===== src/rtl/crack_pkg.sv =====
// Shared types and display constants for the crack-core search controller.
package crack_pkg;

    typedef enum logic [2:0] {
        StIdle,
        StCrst,
        StLaunch,
        StRun,
        StDone,
        StFail
    } state_e;

    localparam logic [6:0] SEG_BLANK = 7'b1111111;
    localparam logic [6:0] SEG_DASH  = 7'b0111111;

endpackage


===== src/rtl/crack_ctrl_if.sv =====
// Controller <-> crack-core bundle: shared core reset, launch pulses and per-core results.
interface crack_ctrl_if #(
    parameter int unsigned NCORES = 2,
    parameter int unsigned KEY_W  = 24
);
    logic                      core_rst_n;
    logic [NCORES-1:0]         core_en;
    logic [NCORES-1:0]         core_rdy;
    logic [NCORES*KEY_W-1:0]   core_key;
    logic [NCORES-1:0]         core_key_valid;

    modport master (
        output core_rst_n,
        output core_en,
        input  core_rdy,
        input  core_key,
        input  core_key_valid
    );

    modport slave (
        input  core_rst_n,
        input  core_en,
        output core_rdy,
        output core_key,
        output core_key_valid
    );
endinterface


===== src/rtl/hex7seg.sv =====
// Hex nibble to active-low 7-segment pattern, segment order {g,f,e,d,c,b,a}.
module hex7seg
    import crack_pkg::*;
(
    input  logic [3:0] hex_i,
    output logic [6:0] seg_o
);

    always_comb begin
        seg_o = SEG_BLANK;
        unique case (hex_i)
            4'h0: seg_o = 7'h40;
            4'h1: seg_o = 7'h79;
            4'h2: seg_o = 7'h24;
            4'h3: seg_o = 7'h30;
            4'h4: seg_o = 7'h19;
            4'h5: seg_o = 7'h12;
            4'h6: seg_o = 7'h02;
            4'h7: seg_o = 7'h78;
            4'h8: seg_o = 7'h00;
            4'h9: seg_o = 7'h10;
            4'hA: seg_o = 7'h08;
            4'hB: seg_o = 7'h03;
            4'hC: seg_o = 7'h46;
            4'hD: seg_o = 7'h21;
            4'hE: seg_o = 7'h06;
            4'hF: seg_o = 7'h0E;
        endcase
    end

endmodule


===== src/rtl/crack_ctrl.sv =====
// Search controller: resets and launches NCORES crack cores, picks the first
// (lowest-index on ties) core reporting a valid key, and shows it on 7-seg digits.
module crack_ctrl
    import crack_pkg::*;
#(
    parameter int unsigned NCORES = 2,
    parameter int unsigned KEY_W  = 24,
    parameter int unsigned NDIG   = KEY_W / 4
) (
    input  logic              clk,
    input  logic              rst,
    input  logic              start,
    input  logic              abort,
    crack_ctrl_if.master      cores,
    output logic              busy,
    output logic              done,
    output logic              fail,
    output logic [KEY_W-1:0]  key,
    output logic [31:0]       cycles,
    output logic [7*NDIG-1:0] seg
);

    state_e              st_q, st_d;
    logic                kill_q, kill_d;
    logic [NCORES-1:0]   fin_q, fin_d, win_vec;
    logic                win_any, all_rdy, all_fin;
    logic [KEY_W-1:0]    win_key, key_q, key_d;
    logic [31:0]         cycles_q, cycles_d;
    logic                busy_q, busy_d, done_q, done_d, fail_q, fail_d;
    logic [7*NDIG-1:0]   seg_q, seg_d, hex_seg;

    assign all_rdy = &cores.core_rdy;
    assign all_fin = &fin_d;

    // A core finishes on the first RUN cycle its rdy is seen high.
    always_comb begin
        fin_d   = '0;
        win_vec = '0;
        if (st_q == StRun) begin
            win_vec = cores.core_rdy & ~fin_q & cores.core_key_valid;
            fin_d   = fin_q | cores.core_rdy;
        end
    end

    // Priority encoder: scanning downward leaves the lowest-index winner.
    always_comb begin
        win_any = 1'b0;
        win_key = '0;
        for (int i = int'(NCORES) - 1; i >= 0; i--) begin
            if (win_vec[i]) begin
                win_any = 1'b1;
                win_key = cores.core_key[i*KEY_W +: KEY_W];
            end
        end
    end

    always_ff @(posedge clk) begin
        if (rst) begin
            st_q     <= StIdle;
            kill_q   <= 1'b1;
            fin_q    <= '0;
            key_q    <= '0;
            cycles_q <= '0;
            busy_q   <= 1'b0;
            done_q   <= 1'b0;
            fail_q   <= 1'b0;
            seg_q    <= {NDIG{SEG_BLANK}};
        end else begin
            st_q     <= st_d;
            kill_q   <= kill_d;
            fin_q    <= fin_d;
            key_q    <= key_d;
            cycles_q <= cycles_d;
            busy_q   <= busy_d;
            done_q   <= done_d;
            fail_q   <= fail_d;
            seg_q    <= seg_d;
        end
    end

    always_comb begin
        st_d = st_q;
        unique case (st_q)
            StIdle:   if (start) st_d = StCrst;
            StCrst:   st_d = abort ? StIdle : StLaunch;
            StLaunch: begin
                if (abort)        st_d = StIdle;
                else if (all_rdy) st_d = StRun;
            end
            StRun: begin
                if (abort)        st_d = StIdle;
                else if (win_any) st_d = StDone;
                else if (all_fin) st_d = StFail;
            end
            StDone, StFail: if (start) st_d = StCrst;
            default:  st_d = StIdle;
        endcase
    end

    always_comb begin
        cores.core_en    = (st_q == StLaunch && all_rdy) ? '1 : '0;
        cores.core_rst_n = !(st_q == StCrst || kill_q);
        // Cores are also held in reset for the IDLE cycle that follows an abort.
        kill_d = abort && (st_q inside {StCrst, StLaunch, StRun});
        busy_d = st_d inside {StCrst, StLaunch, StRun};
        done_d = (st_d == StDone);
        fail_d = (st_d == StFail);
        unique case (st_d)
            StLaunch, StRun: cycles_d = (&cycles_q) ? cycles_q : cycles_q + 32'd1;
            StDone, StFail:  cycles_d = cycles_q;
            default:         cycles_d = '0;
        endcase
    end

    always_comb begin
        key_d = '0;
        if (st_d == StDone) key_d = (st_q == StRun) ? win_key : key_q;
    end

    for (genvar g = 0; g < NDIG; g++) begin : g_dig
        logic [3:0] nib;
        if (4 * g < KEY_W) begin : g_key
            assign nib = key_d[4*g +: 4];
        end else begin : g_pad
            assign nib = 4'h0;
        end
        hex7seg u_hex (
            .hex_i (nib),
            .seg_o (hex_seg[7*g +: 7])
        );
    end

    always_comb begin
        seg_d = {NDIG{SEG_BLANK}};
        if (st_d == StDone)      seg_d = hex_seg;
        else if (st_d == StFail) seg_d = {NDIG{SEG_DASH}};
    end

    assign busy   = busy_q;
    assign done   = done_q;
    assign fail   = fail_q;
    assign key    = key_q;
    assign cycles = cycles_q;
    assign seg    = seg_q;

endmodule


===== src/flat_wrapper.sv =====
// flat-port wrapper written by rule: the top's interface ports become plain ports
module crack_ctrl_flat import crack_pkg::*;
#(
    parameter int unsigned NCORES = 2,
    parameter int unsigned KEY_W  = 24,
    parameter int unsigned NDIG   = KEY_W / 4
)
  (clk, rst, start, abort, busy, done, fail, key, cycles, seg, cores_core_rst_n, cores_core_en, cores_core_rdy, cores_core_key, cores_core_key_valid);
  crack_ctrl_if #(.NCORES(NCORES), .KEY_W(KEY_W)) cores_i ();
  input  logic clk;
  input  logic rst;
  input  logic start;
  input  logic abort;
  output logic busy;
  output logic done;
  output logic fail;
  output logic [KEY_W-1:0] key;
  output logic [31:0] cycles;
  output logic [7*NDIG-1:0] seg;
  output wire logic [$bits(cores_i.core_rst_n)-1:0] cores_core_rst_n;
  output wire logic [$bits(cores_i.core_en)-1:0] cores_core_en;
  input wire logic [$bits(cores_i.core_rdy)-1:0] cores_core_rdy;
  input wire logic [$bits(cores_i.core_key)-1:0] cores_core_key;
  input wire logic [$bits(cores_i.core_key_valid)-1:0] cores_core_key_valid;
  assign cores_core_rst_n = cores_i.core_rst_n;
  assign cores_core_en = cores_i.core_en;
  assign cores_i.core_rdy = cores_core_rdy;
  assign cores_i.core_key = cores_core_key;
  assign cores_i.core_key_valid = cores_core_key_valid;
  crack_ctrl #(.NCORES(NCORES), .KEY_W(KEY_W), .NDIG(NDIG)) u_core (.clk(clk), .rst(rst), .start(start), .abort(abort), .cores(cores_i), .busy(busy), .done(done), .fail(fail), .key(key), .cycles(cycles), .seg(seg));
endmodule

===== config.mk =====
export PLATFORM = sky130hd
export DESIGN_NAME = crack_ctrl_flat
export DESIGN_NICKNAME = d
export VERILOG_FILES = /design/src/rtl/crack_pkg.sv /design/src/rtl/crack_ctrl_if.sv /design/src/rtl/hex7seg.sv /design/src/rtl/crack_ctrl.sv /design/src/flat_wrapper.sv
export SDC_FILE = /design/constraint.sdc
export NUM_CORES = 1
export LEC_CHECK = 0
export ABC_CLOCK_PERIOD_IN_PS = 8600
export CORE_MARGIN = 2
export CORE_UTILIZATION = 25
export DETAILED_ROUTE_END_ITERATION = 6
export PLACE_DENSITY = 0.54
export REMOVE_ABC_BUFFERS = 1
export SETUP_SLACK_MARGIN = 0.3
export SKIP_CTS_REPAIR_TIMING = 1
export SYNTH_ARGS = -nofsm -noshare
export SYNTH_HDL_FRONTEND = slang
export SYNTH_SLANG_ARGS = --single-unit

===== constraint.sdc =====
create_clock -name clk -period 8.6 [get_ports clk]
set_input_delay 1.72 -clock clk [delete_from_list [all_inputs] [get_ports clk]]
set_output_delay 1.72 -clock clk [all_outputs]
set_load 0.01 [all_outputs]

==> flow_summary.yaml <==
die:
  die-height_um: 155.7
  die_w_um: 155.7
  io_pins: 160
  design.die.area_sq_um: 24250
  core_area_sq_um: 22640
  num_rows: 55
  effective_utilization_at_floorplan_pct: 25.42
global_routing:
  initial_antenna_violation_count: 0
  pin_count_of_the_biggest_net_entering_global_routing: 40
  grt_usage_pct: 15.66
  gr-total-overflow: 0
  global_route_wire_length_before_repair_mm: 29.68
  number_of_global_route_vias_before_repair: 5331
setup_path:
  worstRegToRegCells: 11
  rr_endpoint: "u_core.seg[40]$_SDFF_PP1_"
  max_stage_delay_ps: 750
  worst-endpoint-arrival_ps: 5330
  critical_path.cell_chain: "clkdlybuf4s50_1 -> and3b_1 -> buf_4 -> nor4_1 -> or3_1 -> nor2_1 -> nand2_1 -> inv_1 -> ha_1 -> o21ai_0 -> a311oi_1 -> a211o_1"
  type_of_element_capturing_the_critical_path: "register"
  worstReg2RegStart: "u_core.fin_q[0]$_SDFF_PP0_"
  critPathMaxFanout: 24
  worstPathBufferInverterCount: 3
  critical_path_required_ps: 8910
  critPathLaunchType: "input port"
  timing.critical_path.max_delay_family: "simple AND/OR/NAND/NOR gates"
  slowest_stage: "sky130_fd_sc_hd__nor2_1"
  rrSetupSlack_ps: 5130
  worst-setup-path-type: "in2reg"
clock_tree:
  cts.sinks: 107
  htree_levels: 3
  cts_tree: "done"
  cts.clk_slew.worst_paths_ps: 80
  clk_path_buf_depth: 2
  clock_tree.root_cell: "sky130_fd_sc_hd__clkbuf_16"
  tritoncts.num_buffers: 9
  clk_latency_ps: 370
cells_and_area:
  final.fill_count: 2384
  final_cell_mix: "159 x sky130_fd_sc_hd__clkdlybuf4s50_1, 107 x sky130_fd_sc_hd__dfxtp_1, 71 x sky130_fd_sc_hd__nor2_1"
  nets: 899
  areaGrowthSynthToFinish_pct: 36.85
  antenna_cells: 0
  final_common_cell: "sky130_fd_sc_hd__clkdlybuf4s50_1"
  multi_input_comb_area_sq_um: 3333
  ratio_of_cells_with_drive_above_1_in_the_final_layout_pct: 6.977
  storage_cell_area_sq_um: 2142
pwr:
  irDropWorstVdd_v: 0.00009085
  power.density_cell_area_nw_per_um2: 124.6
  leakage_uw: 0.002735
  total_power_uw: 981.6
detailed_routing:
  drc: 0
  detailedRoute.firstPassIterationCount: 4
  first_iter_violations: 313
  via_count: 5589
  final_antenna_net_count: 0
  viasPerCell: 5.072
  routed_wirelength_mm: 19.36
  routed_wire_length_per_instance_um: 17.57
sta:
  hold_violations: 0
  max_freq_mhz: 199.1
  timing.final.setup_violations: 0
  clock_tree_skew_after_final_layout_ps: 9.548
  grt_setup_unrepaired: "false"
  maxSlewHeadroom_pct: 24.50
  period_share_pct: 58.40
  setup-tns-final_ps: 0
  worst_slew_pin_slew_ps: 1133
  drv_slew: 0
  finalWorstPathRequiredPeriod_ps: 5023
logic_synthesis:
  synth-compound-area-share_pct: 23.11
  post_synth.cell_area_avg_sq_um: 8.590
  synth_top_area_share_pct: 37.22
  synth-simple-area-share_pct: 22.35
  syn_inst: 670
  syn_warnings: 0
  adder_and_majority_gate_portion_of_the_synthesized_area_pct: 6.739
  post_synth_xor_area_fraction_pct: 2.130
  synth_top_flop_cell: "sky130_fd_sc_hd__dfxtp_1"
  synth_seq_area_share_pct: 37.22
  ys_ff_latch: 107
  dominant_combinational_cell_family_by_area_after_synthesis: "compound AO/OA/AOI/OAI gates"
  yosys.area.top_type: "sky130_fd_sc_hd__dfxtp_1"
  synth_enable_flop_cells: 0
  synth_area_leaders: "sky130_fd_sc_hd__dfxtp_1 37%, sky130_fd_sc_hd__ha_1 6.7%, sky130_fd_sc_hd__nor2_1 4.6%, sky130_fd_sc_hd__a21oi_1 3.9%, sky130_fd_sc_hd__nand3_1 3.5%"
  synth_mux_area_share_pct: 3.587
  yosys.cell_types.count: 77
  synthArstFlopShare_pct: 0
  mappedNetlistArea_sq_um: 5756
worst_hold_path:
  worst_hold_path.num_cells: 2
  hold_path_class: "reg2reg"
  hold_start: "u_core.cycles[27]$_SDFFE_PP0P_"
  worstHoldEndpoint: "u_core.cycles[27]$_SDFFE_PP0P_"
placed_design:
  routabilityCongestion: 0.8108
  dpl_hpwl_mm: 14.15
  port_buffers: 159
outcome:
  status: "finished, final reports clean"
job:
  timing.max_cap.violations: 0
[routing by layer]
layer  share of wire, %  track usage (%)
met5                  0                0
met4                2.5            5.592
met1                 46            19.83
met2                 45            25.94
met3                6.4            3.806
[area by class of cell]
type                    count  share of cell area [%]
flip-flops and latches    107                   27.20
well taps                 285                   4.527
clock buffers              10                   2.907
multi-input cells         501                   42.32
inverters                  23                   1.096
repair buffers            170                   21.26
clock inverters             6                  0.6990
[worst max path at each step]
stage / start / endpoint / slack [ps] / cells past startpoint
3_5_place_dp: cores_core_rdy[0] / u_core.seg[18]$_SDFF_PP1_ / 3190 / 11
3_3_place_gp: cores_core_rdy[0] / u_core.seg[15]$_SDFF_PP1_ / 3310 / 10
6_report: cores_core_rdy[0] / u_core.seg[40]$_SDFF_PP1_ / 3580 / 12
5_1_grt: cores_core_rdy[0] / u_core.seg[40]$_SDFF_PP1_ / 3190 / 12
4_1_cts: cores_core_rdy[0] / u_core.seg[18]$_SDFF_PP1_ / 3570 / 11
2_1_floorplan: cores_core_rdy[0] / u_core.seg[30]$_SDFF_PP1_ / 4180 / 6
[cells in the mapped netlist, drive strengths merged (9+ instances only)]
cell / count
dfxtp: 107
nor2: 72
a21oi: 46
nand2: 44
nand3: 41
o21ai: 35
ha: 31
or3: 24
inv: 23
buf: 21
clkbuf: 17
mux2i: 15
nand4: 12
nor3: 12
o211ai: 11
o2bb2ai: 11
o311ai: 11
a221o: 10
xnor2: 10
a31oi: 9
nand2b: 9
[logic make-up after synthesis]
kind of cell / count (synthesis)
flip-flops: 107
AND/OR/NAND/NOR: 248
multiplexers: 20
buffers and inverters: 62
XOR/XNOR: 14
adder cells (fa/ha/maj): 31
AO/OA/AOI/OAI: 188
[state kept, by name (all words and copies together), names as in the netlist, 2 cells and up]
signal and cells:
u_core.seg 42, u_core.cycles 32, u_core.key 24, u_core.st_q 3, u_core.fin_q 2
[worst register-to-register path: cells and delay by family (launching register included)]
| kind | cells | cell delay (ps) |
|---|---|---|
| AOI/OAI and AO/OA | 3 | 590 |
| adders and majority gates | 1 | 190 |
| buffers and inverters | 2 | 430 |
| DFF | 1 | 360 |
| and+or+nand+nor | 5 | 1850 |
[power by group]
part	internal, uW	switching, uW
clock network	203	210
registers	497	2.31
logic	35.2	33.9
[per-stage QoR]
stage	util (%)	cells	setup slack, ps	instance area (sq um)	hold slack [ps]
2_1_floorplan	-	631	4177	5562	502.3
3_3_place_gp	33.53	1086	3309	7592	497.0
3_5_place_dp	33.53	1086	3187	7592	498.6
4_1_cts	34.79	1102	3573	7876	510.8
5_1_grt	34.79	1102	3187	7876	535.7
6_report	34.79	1102	3577	7876	513.6
Power figures use the tool's default switching activity.
